### src/rtl/render_pkg.sv
// Shared definitions for the board renderer: FSM state encoding and the
// default board geometry used by the renderer, its interface and sub-module.
package render_pkg;

  localparam int unsigned DefaultBoardN  = 8;   // cells per board side
  localparam int unsigned DefaultCellPx  = 28;  // pixels per cell side
  localparam int unsigned DefaultOriginX = 8;   // screen x of board top-left
  localparam int unsigned DefaultOriginY = 8;   // screen y of board top-left

  typedef enum logic [2:0] {
    StIdle,
    StFetch,
    StLatch,
    StDraw,
    StFlush,
    StDone
  } state_e;

endpackage

### src/rtl/board_renderer_if.sv
// Board renderer bus: control handshake, select-box inputs, board memory and
// picture ROM ports, and the pixel write port towards the VGA adapter.
//   master : the renderer side
//   slave  : the environment (memories, VGA adapter, controller)
interface board_renderer_if
  import render_pkg::*;
#(
  parameter int unsigned BOARD_N  = DefaultBoardN,
  parameter int unsigned CELL_PX  = DefaultCellPx,
  parameter int unsigned PIECE_W  = 4,
  parameter int unsigned COLOUR_W = 3
);
  localparam int unsigned CW = (BOARD_N > 1) ? $clog2(BOARD_N) : 1;
  localparam int unsigned PW = (CELL_PX > 1) ? $clog2(CELL_PX) : 1;

  logic                    start;
  logic [CW-1:0]           box_x;
  logic [CW-1:0]           box_y;
  logic                    box_en;
  logic [COLOUR_W-1:0]     box_colour;
  logic [PIECE_W-1:0]      piece_read;
  logic [COLOUR_W-1:0]     pic_pixel;
  logic [CW-1:0]           view_x;
  logic [CW-1:0]           view_y;
  logic [PIECE_W+2*PW-1:0] pic_addr;
  logic [8:0]              x;
  logic [7:0]              y;
  logic [COLOUR_W-1:0]     colour;
  logic                    writeEn;
  logic                    busy;
  logic                    done;

  modport master (
    input  start, box_x, box_y, box_en, box_colour, piece_read, pic_pixel,
    output view_x, view_y, pic_addr, x, y, colour, writeEn, busy, done
  );

  modport slave (
    output start, box_x, box_y, box_en, box_colour, piece_read, pic_pixel,
    input  view_x, view_y, pic_addr, x, y, colour, writeEn, busy, done
  );

endinterface

### src/rtl/cell_pixel_counter.sv
// Raster pixel counter for one cell: px runs fastest, py steps when px wraps.
//   clk_i, rst_ni : clock, synchronous active-low reset
//   clear_i       : return to (0,0); has priority over en_i
//   en_i          : advance one pixel
//   px_o, py_o    : current pixel within the cell
//   last_o        : current pixel is the last one of the cell
module cell_pixel_counter
  import render_pkg::*;
#(
  parameter int unsigned CELL_PX = DefaultCellPx,
  parameter int unsigned PW      = (CELL_PX > 1) ? $clog2(CELL_PX) : 1
) (
  input  logic          clk_i,
  input  logic          rst_ni,
  input  logic          clear_i,
  input  logic          en_i,
  output logic [PW-1:0] px_o,
  output logic [PW-1:0] py_o,
  output logic          last_o
);

  localparam logic [PW-1:0] PxMax = PW'(CELL_PX - 1);

  logic [PW-1:0] px_q, px_d;
  logic [PW-1:0] py_q, py_d;

  always_comb begin
    px_d = px_q;
    py_d = py_q;
    if (clear_i) begin
      px_d = '0;
      py_d = '0;
    end else if (en_i) begin
      if (px_q == PxMax) begin
        px_d = '0;
        py_d = (py_q == PxMax) ? '0 : py_q + 1'b1;
      end else begin
        px_d = px_q + 1'b1;
      end
    end
  end

  always_ff @(posedge clk_i) begin
    if (!rst_ni) begin
      px_q <= '0;
      py_q <= '0;
    end else begin
      px_q <= px_d;
      py_q <= py_d;
    end
  end

  assign px_o   = px_q;
  assign py_o   = py_q;
  assign last_o = (px_q == PxMax) && (py_q == PxMax);

endmodule

### src/rtl/board_renderer.sv
// Renders a BOARD_N x BOARD_N board of CELL_PX-square picture cells to a
// pixel-write port. For each cell: fetch the piece code from board memory,
// then walk the cell's pixels through the picture ROM. ROM data arrives one
// cycle after its address, so the pixel write is pipelined one cycle behind
// the address. An optional select box recolours the border of one cell.
//   clk   : sole clock, rising edge
//   reset : synchronous, active-low
//   bus   : board_renderer_if master (control, box, memories, pixel port)
module board_renderer
  import render_pkg::*;
#(
  parameter int unsigned BOARD_N  = DefaultBoardN,
  parameter int unsigned CELL_PX  = DefaultCellPx,
  parameter int unsigned ORIGIN_X = DefaultOriginX,
  parameter int unsigned ORIGIN_Y = DefaultOriginY,
  parameter int unsigned PIECE_W  = 4,
  parameter int unsigned COLOUR_W = 3,
  parameter int unsigned BOX_T    = 2
) (
  input logic               clk,
  input logic               reset,
  board_renderer_if.master  bus
);

  localparam int unsigned CW = (BOARD_N > 1) ? $clog2(BOARD_N) : 1;
  localparam int unsigned PW = (CELL_PX > 1) ? $clog2(CELL_PX) : 1;
  localparam logic [CW-1:0] CellMax = CW'(BOARD_N - 1);

  state_e               state_q, state_d;
  logic [CW-1:0]        cx_q, cx_d;
  logic [CW-1:0]        cy_q, cy_d;
  logic [PIECE_W-1:0]   piece_q, piece_d;

  // Select-box settings, frozen for the whole render at start.
  logic [CW-1:0]        box_x_q, box_y_q;
  logic                 box_en_q;
  logic [COLOUR_W-1:0]  box_colour_q;
  logic                 latch_box;

  // Write pipeline stage: describes the pixel addressed in the previous cycle.
  logic                 wr_q, wr_d;
  logic [8:0]           x_q, x_d;
  logic [7:0]           y_q, y_d;
  logic                 hit_q, hit_d;

  logic                 ctr_clear, ctr_en, ctr_last;
  logic [PW-1:0]        px, py;
  logic                 on_border;

  cell_pixel_counter #(
    .CELL_PX (CELL_PX),
    .PW      (PW)
  ) u_counter (
    .clk_i   (clk),
    .rst_ni  (reset),
    .clear_i (ctr_clear),
    .en_i    (ctr_en),
    .px_o    (px),
    .py_o    (py),
    .last_o  (ctr_last)
  );

  always_comb begin
    state_d   = state_q;
    cx_d      = cx_q;
    cy_d      = cy_q;
    piece_d   = piece_q;
    ctr_clear = 1'b0;
    ctr_en    = 1'b0;
    latch_box = 1'b0;
    unique case (state_q)
      StIdle: begin
        if (bus.start) begin
          latch_box = 1'b1;
          cx_d      = '0;
          cy_d      = '0;
          state_d   = StFetch;
        end
      end
      StFetch: state_d = StLatch;
      StLatch: begin
        piece_d   = bus.piece_read;
        ctr_clear = 1'b1;
        state_d   = StDraw;
      end
      StDraw: begin
        ctr_en = 1'b1;
        if (ctr_last) state_d = StFlush;
      end
      StFlush: begin
        if (cx_q == CellMax) begin
          cx_d = '0;
          if (cy_q == CellMax) begin
            cy_d    = '0;
            state_d = StDone;
          end else begin
            cy_d    = cy_q + 1'b1;
            state_d = StFetch;
          end
        end else begin
          cx_d    = cx_q + 1'b1;
          state_d = StFetch;
        end
      end
      StDone:  state_d = StIdle;
      default: state_d = StIdle;
    endcase
  end

  always_comb begin
    on_border = (32'(px) < BOX_T) || (32'(px) >= CELL_PX - BOX_T) ||
                (32'(py) < BOX_T) || (32'(py) >= CELL_PX - BOX_T);
    wr_d  = (state_q == StDraw);
    x_d   = 9'(ORIGIN_X) + 9'(cx_q) * 9'(CELL_PX) + 9'(px);
    y_d   = 8'(ORIGIN_Y) + 8'(cy_q) * 8'(CELL_PX) + 8'(py);
    hit_d = box_en_q && (cx_q == box_x_q) && (cy_q == box_y_q) && on_border;
  end

  always_ff @(posedge clk) begin
    if (!reset) begin
      state_q      <= StIdle;
      cx_q         <= '0;
      cy_q         <= '0;
      piece_q      <= '0;
      box_x_q      <= '0;
      box_y_q      <= '0;
      box_en_q     <= 1'b0;
      box_colour_q <= '0;
      wr_q         <= 1'b0;
      x_q          <= '0;
      y_q          <= '0;
      hit_q        <= 1'b0;
    end else begin
      state_q <= state_d;
      cx_q    <= cx_d;
      cy_q    <= cy_d;
      piece_q <= piece_d;
      wr_q    <= wr_d;
      if (latch_box) begin
        box_x_q      <= bus.box_x;
        box_y_q      <= bus.box_y;
        box_en_q     <= bus.box_en;
        box_colour_q <= bus.box_colour;
      end
      if (wr_d) begin
        x_q   <= x_d;
        y_q   <= y_d;
        hit_q <= hit_d;
      end
    end
  end

  assign bus.view_x   = cx_q;
  assign bus.view_y   = cy_q;
  assign bus.pic_addr = {piece_q, py, px};
  assign bus.x        = x_q;
  assign bus.y        = y_q;
  assign bus.writeEn  = wr_q;
  // ROM data lines up with the registered write; hold 0 between writes.
  assign bus.colour   = !wr_q ? '0 : (hit_q ? box_colour_q : bus.pic_pixel);
  assign bus.busy     = (state_q != StIdle);
  assign bus.done     = (state_q == StDone);

endmodule

### src/flat_wrapper.sv
// flat-port wrapper written by rule: the top's interface ports become plain ports
module board_renderer_flat import render_pkg::*;
#(
  parameter int unsigned BOARD_N  = DefaultBoardN,
  parameter int unsigned CELL_PX  = DefaultCellPx,
  parameter int unsigned ORIGIN_X = DefaultOriginX,
  parameter int unsigned ORIGIN_Y = DefaultOriginY,
  parameter int unsigned PIECE_W  = 4,
  parameter int unsigned COLOUR_W = 3,
  parameter int unsigned BOX_T    = 2
)
  (clk, reset, bus_start, bus_box_x, bus_box_y, bus_box_en, bus_box_colour, bus_piece_read, bus_pic_pixel, bus_view_x, bus_view_y, bus_pic_addr, bus_x, bus_y, bus_colour, bus_writeEn, bus_busy, bus_done);
  board_renderer_if #(.BOARD_N(BOARD_N), .CELL_PX(CELL_PX), .PIECE_W(PIECE_W), .COLOUR_W(COLOUR_W)) bus_i ();
  input logic clk;
  input logic reset;
  input wire logic [$bits(bus_i.start)-1:0] bus_start;
  input wire logic [$bits(bus_i.box_x)-1:0] bus_box_x;
  input wire logic [$bits(bus_i.box_y)-1:0] bus_box_y;
  input wire logic [$bits(bus_i.box_en)-1:0] bus_box_en;
  input wire logic [$bits(bus_i.box_colour)-1:0] bus_box_colour;
  input wire logic [$bits(bus_i.piece_read)-1:0] bus_piece_read;
  input wire logic [$bits(bus_i.pic_pixel)-1:0] bus_pic_pixel;
  output wire logic [$bits(bus_i.view_x)-1:0] bus_view_x;
  output wire logic [$bits(bus_i.view_y)-1:0] bus_view_y;
  output wire logic [$bits(bus_i.pic_addr)-1:0] bus_pic_addr;
  output wire logic [$bits(bus_i.x)-1:0] bus_x;
  output wire logic [$bits(bus_i.y)-1:0] bus_y;
  output wire logic [$bits(bus_i.colour)-1:0] bus_colour;
  output wire logic [$bits(bus_i.writeEn)-1:0] bus_writeEn;
  output wire logic [$bits(bus_i.busy)-1:0] bus_busy;
  output wire logic [$bits(bus_i.done)-1:0] bus_done;
  assign bus_i.start = bus_start;
  assign bus_i.box_x = bus_box_x;
  assign bus_i.box_y = bus_box_y;
  assign bus_i.box_en = bus_box_en;
  assign bus_i.box_colour = bus_box_colour;
  assign bus_i.piece_read = bus_piece_read;
  assign bus_i.pic_pixel = bus_pic_pixel;
  assign bus_view_x = bus_i.view_x;
  assign bus_view_y = bus_i.view_y;
  assign bus_pic_addr = bus_i.pic_addr;
  assign bus_x = bus_i.x;
  assign bus_y = bus_i.y;
  assign bus_colour = bus_i.colour;
  assign bus_writeEn = bus_i.writeEn;
  assign bus_busy = bus_i.busy;
  assign bus_done = bus_i.done;
  board_renderer #(.BOARD_N(BOARD_N), .CELL_PX(CELL_PX), .ORIGIN_X(ORIGIN_X), .ORIGIN_Y(ORIGIN_Y), .PIECE_W(PIECE_W), .COLOUR_W(COLOUR_W), .BOX_T(BOX_T)) u_core (.clk(clk), .reset(reset), .bus(bus_i));
endmodule
### config.mk
export PLATFORM = sky130hd
export DESIGN_NAME = board_renderer_flat
export DESIGN_NICKNAME = d
export VERILOG_FILES = /design/src/rtl/render_pkg.sv /design/src/rtl/board_renderer_if.sv /design/src/rtl/cell_pixel_counter.sv /design/src/rtl/board_renderer.sv /design/src/flat_wrapper.sv
export SDC_FILE = /design/constraint.sdc
export NUM_CORES = 1
export LEC_CHECK = 0
export ABC_AREA = 1
export CAP_MARGIN = 15
export CORE_MARGIN = 8
export CORE_UTILIZATION = 47
export DETAILED_ROUTE_END_ITERATION = 6
export GPL_TIMING_DRIVEN = 0
export PLACE_DENSITY_LB_ADDON = 0.1
export SLEW_MARGIN = 20
export SYNTH_ARGS = -nofsm -noshare
export SYNTH_HDL_FRONTEND = slang
export SYNTH_SLANG_ARGS = --single-unit
### constraint.sdc
create_clock -name clk -period 2.4 [get_ports clk]
set_input_delay 0.48 -clock clk [delete_from_list [all_inputs] [get_ports clk]]
set_output_delay 0.48 -clock clk [all_outputs]
set_load 0.005 [all_outputs]
==> results of run 1 <==
## layout make-up
cell class                      instances  area share [%]
Multi-Input combinational cell        278            44.6
Sequential cell                        52            26.3
Timing Repair Buffer                   68            16.5
Inverter                               65            6.04
Tap cell                               77            2.39
Clock buffer                            7            2.14
Buffer                                 12            1.83
Clock inverter                          1           0.155
## sequential cells by signal (all words and copies together) (netlist names)
register               count
u_core.box_en_q            1
u_core.bus.writeEn         1
u_core.bus.view_y          3
u_core.u_counter.py_o      5
u_core.u_counter.px_o      5
u_core.box_x_q             3
u_core.bus.view_x          3
u_core.box_colour_q        3
u_core.state_q             3
u_core.bus.x               9
u_core.piece_q             4
u_core.box_y_q             3
u_core.hit_q               1
u_core.bus.y               8
## critical path, delay by kind of cell (launching register included)
kind | cells | cell delay [ns]
AOI/OAI and AO/OA | 1 | 0.13
adders and majority gates | 4 | 1.54
buffers and inverters | 2 | 0.09
DFF | 1 | 0.36
and+or+nand+nor | 4 | 0.26
## placed cells by master, fill, tap and decap left out, types with 5 or more instances in the layout
| cell type | instances |
|---|---|
| nand2_1 | 57 |
| o21ai_1 | 15 |
| nand3_1 | 16 |
| inv_1 | 56 |
| a21oi_1 | 30 |
| o21ai_0 | 26 |
| nand2_2 | 9 |
| dfxtp_1 | 46 |
| clkdlybuf4s50_1 | 62 |
| nor2_1 | 53 |
| buf_4 | 11 |
| ha_1 | 22 |
| clkbuf_1 | 5 |
| dfxtp_4 | 6 |
| inv_2 | 9 |
| clkbuf_8 | 6 |
## cells by family (layout without fill, tap and decap cells)
group                      count (synthesis)  count (layout)  share of synthesized area, %
DFF                                       52              52                          34.0
xor gates and xnor gates                   5               5                          1.43
AOI/OAI and AO/OA                         79              79                          13.7
and+or+nand+nor                          158             158                          23.7
adders and majority gates                 36              36                          16.7
buffers and inverters                     77             153                          10.4
## routing by layer
| layer | GRT usage [%] | vias up | part of all wire (%) | routed length (µm) |
|---|---|---|---|---|
| met2 | 29.2 | 62 | 48 | 3830 |
| met4 | 4.26 | 0 | 1.1 | 91 |
| li1 | - | 1448 | - | - |
| met5 | 0 | - | 0 | 0 |
| met1 | 20.4 | 1287 | 46 | 3680 |
| met3 | 4.13 | 10 | 5.3 | 425 |
## power by group
group | internal [mW] | total, mW | switching, mW
Combinational | 0.230 | 0.503 | 0.273
Clock | 0.236 | 0.535 | 0.299
Sequential | 0.926 | 0.970 | 0.0441
## stage by stage
step	instance area, µm²	power [mW]	hold slack [ns]	worst slack, ns	instances
detailed placement	3790	1.47	0.451	-0.219	546
floorplan	3070	1.27	0.430	-0.0129	407
CTS	4000	2.02	0.468	-0.100	560
global route	4040	2.12	0.494	-0.159	560
finish	4040	2.01	0.466	-0.0545	560
global placement	3790	1.46	0.451	-0.173	546
## timing repair
| action | CTS | global route |
|---|---|---|
| endpoints found under the setup margin | 6 | 7 |
| resized for setup | 15 | 12 |
| pin swaps | 12 | 11 |
| hold endpoints to repair | 0 | 0 |
| buffers inserted | 6 | 0 |
| hold buffers | 0 | 0 |
## how the worst min path moves through the flow
| stage | start | end | slack (ns) |
|---|---|---|---|
| after floorplan | u_core.box_colour_q[0] | u_core.box_colour_q[0] | 0.43 |
| after global placement | u_core.box_colour_q[2] | u_core.box_colour_q[2] | 0.45 |
| after detailed placement | u_core.box_colour_q[2] | u_core.box_colour_q[2] | 0.45 |
| after CTS | u_core.box_colour_q[2] | u_core.box_colour_q[2] | 0.47 |
| after global routing | u_core.box_colour_q[2] | u_core.box_colour_q[2] | 0.49 |
| final | u_core.box_colour_q[2] | u_core.box_colour_q[2] | 0.47 |
==> metrics, run 1 <==
outcome=finished, violations left; failing checks=negative setup slack; slew margin rel.=61.2%; critical-path cell list=fa_1 > ha_2 > fa_2 > ha_4 > nand2_2 > nand2_2 > nand2_2 > nand2_1 > inv_1 > o21ai_1 > inv_1; Via Count=2807; count leader, synth=nand2_1; clock sinks=52; multi-input logic area=1800 µm²; crit end category=flip-flop; Hold Vio Cnt, Final=0; register area=1060 µm²; die width=96.7 µm; routability cong.=0.875; max cap viols=0; top post-synthesis cells by area=dfxtp_1 34%, ha_1 11%, nand2_1 7.5%; CTS Buf Count=5; Starting Density=48.4%; CP Max Fanout=4; Skew-Pair Late Insertion Delay=0.31 ns; H-tree depth=2; slowest stage delay, CP=0.56 ns; LEAKAGE=1.77 nW; Reg-to-Reg Start=u_core.bus.view_x[1]; worst-margin pin slew=0.583 ns; Crit path required time=2.61 ns; post-synth net total=463; post-route ant nets=0; deepest clock path buffer count=2; Post-synth EDFFs=0; synthesized cell area=3060 µm²; gr usage total=16.9%; Worst-path clk slew=0.10 ns; Setup Viol. Count Final=5; RSZ-0062 raised after global routing=true; Vias/cell=5.01; # diodes=0; largest net degree at the start of global routing=16; vias in the first global route=2776; antenna violations before repair=0; Site Rows=29; setup TNS=-0.172 ns; core area=6310 µm²; Yosys top cell by area=dfxtp_1; VDD IR max=0.283 mV; PnR worst setup slack=-0.0545 ns; flops & latches, synth=52; Final Slew Violations=0; Reg-to-Reg End=u_core.bus.x[7]; DRC=0; drt first pass iters=4; Post-synth top cells=61 x nand2_1, 57 x inv_1, 56 x nor2_1; flop2flop setup slack=-0.05 ns; Ports=63; grt ovf=0; Setup crit start kind=flip-flop; drt total wl=8020 µm; sequential-to-total area share from yosys stat=34.0%; CP startpoint=u_core.bus.view_x[1]; Detail Placement HPWL=5890 µm; Main synth FF type=dfxtp_1; Root Driver=clkbuf_8; first-pass GRT wire length=13500 µm; Tmin final=2.45 ns; Clock Skew=0.0104 ns; f_max=0.407 GHz; layout filler cell count=563; quantity of I/O buffers inserted on ports=62; Die ar.=9340 µm²; Final Net Count=538; Hold Path Class=reg2reg; CTS tree=yes; Ys Warns=0; critical path's slowest cell=fa_1; worst setup path class=reg2reg; Synth Area per Inst=7.51 µm²; worst path arrival time=2.67 ns; Layout Area Growth over Synthesis=32.0%; worst reg2reg path depth=11; Cell variety after synth=34; Final period util=102%; PwrDens=497 nW/µm²; Cells on Worst Hold Path=2; share of layout cells above drive strength 1=15.5%; Synth top area share=34.0%; DR iter-0 viols=103; most frequent CP cell=nand2_2; crit path to=u_core.bus.x[7]; Mapped Cells=407; per-cell routed wire length=14.3 µm; Die H=96.7 µm; Post-Route Utilization=63.9%; Post-synth ARST share=0%
(Power assumes the default switching activity.)
==> run 2: changes to the inputs <==
--- a/config.mk
+++ b/config.mk
@@ -9,10 +9,11 @@
 export CAP_MARGIN = 15
 export CORE_MARGIN = 8
 export CORE_UTILIZATION = 47
+export CTS_CLUSTER_SIZE = 12
 export DETAILED_ROUTE_END_ITERATION = 6
-export GPL_TIMING_DRIVEN = 0
 export PLACE_DENSITY_LB_ADDON = 0.1
 export SLEW_MARGIN = 20
 export SYNTH_ARGS = -nofsm -noshare
 export SYNTH_HDL_FRONTEND = slang
 export SYNTH_SLANG_ARGS = --single-unit
+export TNS_END_PERCENT = 50
==> metrics, run 2 (synthesis results as in run 1) <==
number of flip-flops in the largest register=9 (unchanged); CTS Buf Count=5 (unchanged); Layout Area Growth over Synthesis=31.4% (was 32.0%); most common library cell in the layout ignoring fill and taps=clkdlybuf4s50_1 (unchanged); Buf/Inv on CP=2 (unchanged); flop2flop setup slack=-0.05 ns (about the same); Setup Viol. Count Final=2 (was 5); Die ar.=9340 µm² (unchanged); vias in the first global route=2745 (was 2776); deepest clock path buffer count=2 (unchanged); # diodes=0 (unchanged); critical path's slowest cell=fa_1 (unchanged); Starting Density=48.4% (unchanged); CP Max Fanout=3 (was 4); per-cell routed wire length=13.9 µm (was 14.3 µm); worst path arrival time=2.67 ns (about the same); failing checks=negative setup slack (unchanged); Tmin final=2.45 ns (about the same); slowest stage delay, CP=0.52 ns (was 0.56 ns); RSZ-0062 raised after global routing=true (unchanged); worst setup path class=reg2reg (unchanged); quantity of I/O buffers inserted on ports=62 (unchanged); die width=96.7 µm (unchanged); core area=6310 µm² (unchanged); LEAKAGE=1.77 nW (about the same); post-route ant nets=0 (unchanged); Setup crit start kind=flip-flop (unchanged); clock sinks=52 (unchanged); Via Count=2765 (was 2807); DR iter-0 viols=128 (was 103); Cells on Worst Hold Path=2 (unchanged); Site Rows=29 (unchanged); Root Driver=clkbuf_8 (unchanged); Detail Placement HPWL=5650 µm (was 5890 µm); Die H=96.7 µm (unchanged); cell family with most CP delay=adder cells (unchanged); Crit path required time=2.62 ns (was 2.61 ns); Final period util=102% (about the same); PwrDens=504 nW/µm² (was 497 nW/µm²); most frequent cells in the layout=62 x clkdlybuf4s50_1, 56 x inv_1, 56 x nand2_1 (was 62 x clkdlybuf4s50_1, 57 x nand2_1, 56 x inv_1); Reg-to-Reg Start=u_core.bus.view_y[1] (was u_core.bus.view_x[1]); Final Net Count=534 (was 538); routability cong.=0.877 (was 0.875); crit end category=flip-flop (unchanged); critical-path cell list=fa_1 > ha_2 > fa_1 > ha_4 > inv_4 > nor2_4 > nor2_2 > o21ai_1 > nand3_1 > nand2_1 > inv_1 (was fa_1 > ha_2 > fa_2 > ha_4 > nand2_2 > nand2_2 > nand2_2 > nand2_1 > inv_1 > o21ai_1 > inv_1); Skew-Pair Late Insertion Delay=0.30 ns (was 0.31 ns); Hold Path Class=reg2reg (unchanged); share of layout cells above drive strength 1=15.7% (was 15.5%); f_max=0.408 GHz (was 0.407 GHz); slew margin rel.=64.7% (was 61.2%); gr usage total=16.4% (was 16.9%); DRC=0 (unchanged); CTS tree=yes (unchanged); HP Start=u_core.box_colour_q[2] (unchanged); # placed instances=546 (unchanged); most frequent CP cell=fa_1 (was nand2_2); outcome=finished, violations left (unchanged); worst reg2reg path depth=11 (unchanged); Vias/cell=4.99 (was 5.01); worst-margin pin slew=0.526 ns (was 0.583 ns); H-tree depth=2 (unchanged); grt ovf=0 (unchanged); worst hold slack=0.464 ns (was 0.466 ns); layout filler cell count=561 (was 563); Final Slew Violations=0 (unchanged); setup TNS=-0.0853 ns (was -0.172 ns); drt first pass iters=4 (unchanged); largest net degree at the start of global routing=30 (was 16); Clock Skew=0.00615 ns (was 0.0104 ns); Worst-path clk slew=0.10 ns (about the same); Reg-to-Reg End=u_core.bus.y[7] (was u_core.bus.x[7]); VDD IR max=0.257 mV (was 0.283 mV); PnR worst setup slack=-0.0534 ns (was -0.0545 ns); first-pass GRT wire length=13100 µm (was 13500 µm); Hold Vio Cnt, Final=0 (unchanged); drt total wl=7710 µm (was 8020 µm); max cap viols=0 (unchanged); Ports=63 (unchanged); antenna violations before repair=0 (unchanged); post-route insts no fill=554 (was 560); worst hold endpoint=u_core.box_colour_q[2] (unchanged)
==> run 2: changes by cell type in the layout (fill, tap and decap cells not counted), sizes merged <==
cell	previous run	this run
clkbuf	11	6
inv	66	65
==> run 2: timing repair <==
action,in CTS,in global routing
hold endpoints to repair,0,0
pin swaps,11,14
hold buffers,0,0
endpoints found under the setup margin,5,7
gates resized for setup,14,10
setup buffers,0,2
==> run 2: cell type report <==
type                       instances  area, µm²  area share [%]
tap                               77       96.3            2.40
inverter                          65        246            6.13
timing repair buffer              76        726            18.1
multi-input combinational        278       1800            44.9
clock buffer                       6       93.8            2.33
sequential                        52       1050            26.2
==> run 2: worst max path at each step <==
stage                         start               to  slack, ns  cells past startpoint
2_1_floorplan  u_core.bus.view_y[0]  u_core.bus.y[7]      -0.01                     11
3_3_place_gp   u_core.bus.view_y[0]  u_core.bus.y[7]      -0.02                     11
3_5_place_dp   u_core.bus.view_y[0]  u_core.bus.y[7]      -0.09                     11
4_1_cts        u_core.bus.view_x[2]  u_core.bus.x[8]      -0.04                     10
5_1_grt        u_core.bus.view_y[1]  u_core.bus.y[7]      -0.12                     11
6_report       u_core.bus.view_y[1]  u_core.bus.y[7]      -0.05                     11
==> run 2: layer usage <==
metal / wire length [µm] / vias to the layer above / GRT usage (%)
met1: 3580 / 1278 / 19.8
li1: - / 1430 / -
met4: 85 / 0 / 5.21
met5: 0 / - / 0
met3: 426 / 8 / 4.77
met2: 3620 / 49 / 27.3
==> run 2: where the power goes <==
part	internal (mW)	total [mW]	switching (mW)	leakage, nW
registers	0.930	0.975	0.0451	0.427
logic	0.236	0.502	0.266	1.29
clock network	0.258	0.547	0.289	0.0483
==> run 2: stage by stage <==
stage | util, % | instance area [µm²] | power (mW) | worst slack [ns]
final | 63.7 | 4020 | 2.02 | -0.0534
after global routing | 63.7 | 4020 | 2.13 | -0.119
after CTS | 63.0 | 3980 | 2.02 | -0.0398
after detailed placement | 60.2 | 3800 | 1.46 | -0.0854
after global placement | 60.2 | 3800 | 1.45 | -0.0158
after floorplan | - | 3070 | 1.27 | -0.0129
==> run 2: tightest hold or removal path, stage by stage (launching register included) <==
cell and delay, ns:
dfxtp_1 0.31, inv_1 0.06, a21oi_1 0.06
==> run 3: changes to the inputs <==
--- a/config.mk
+++ b/config.mk
@@ -11,6 +11,7 @@
 export CORE_UTILIZATION = 47
 export CTS_CLUSTER_SIZE = 12
 export DETAILED_ROUTE_END_ITERATION = 6
+export HOLD_SLACK_MARGIN = 0.1
 export PLACE_DENSITY_LB_ADDON = 0.1
 export SLEW_MARGIN = 20
 export SYNTH_ARGS = -nofsm -noshare
==> results of run 3 <==
No change in the layout: final DEF, timing and power equal those of run 2.
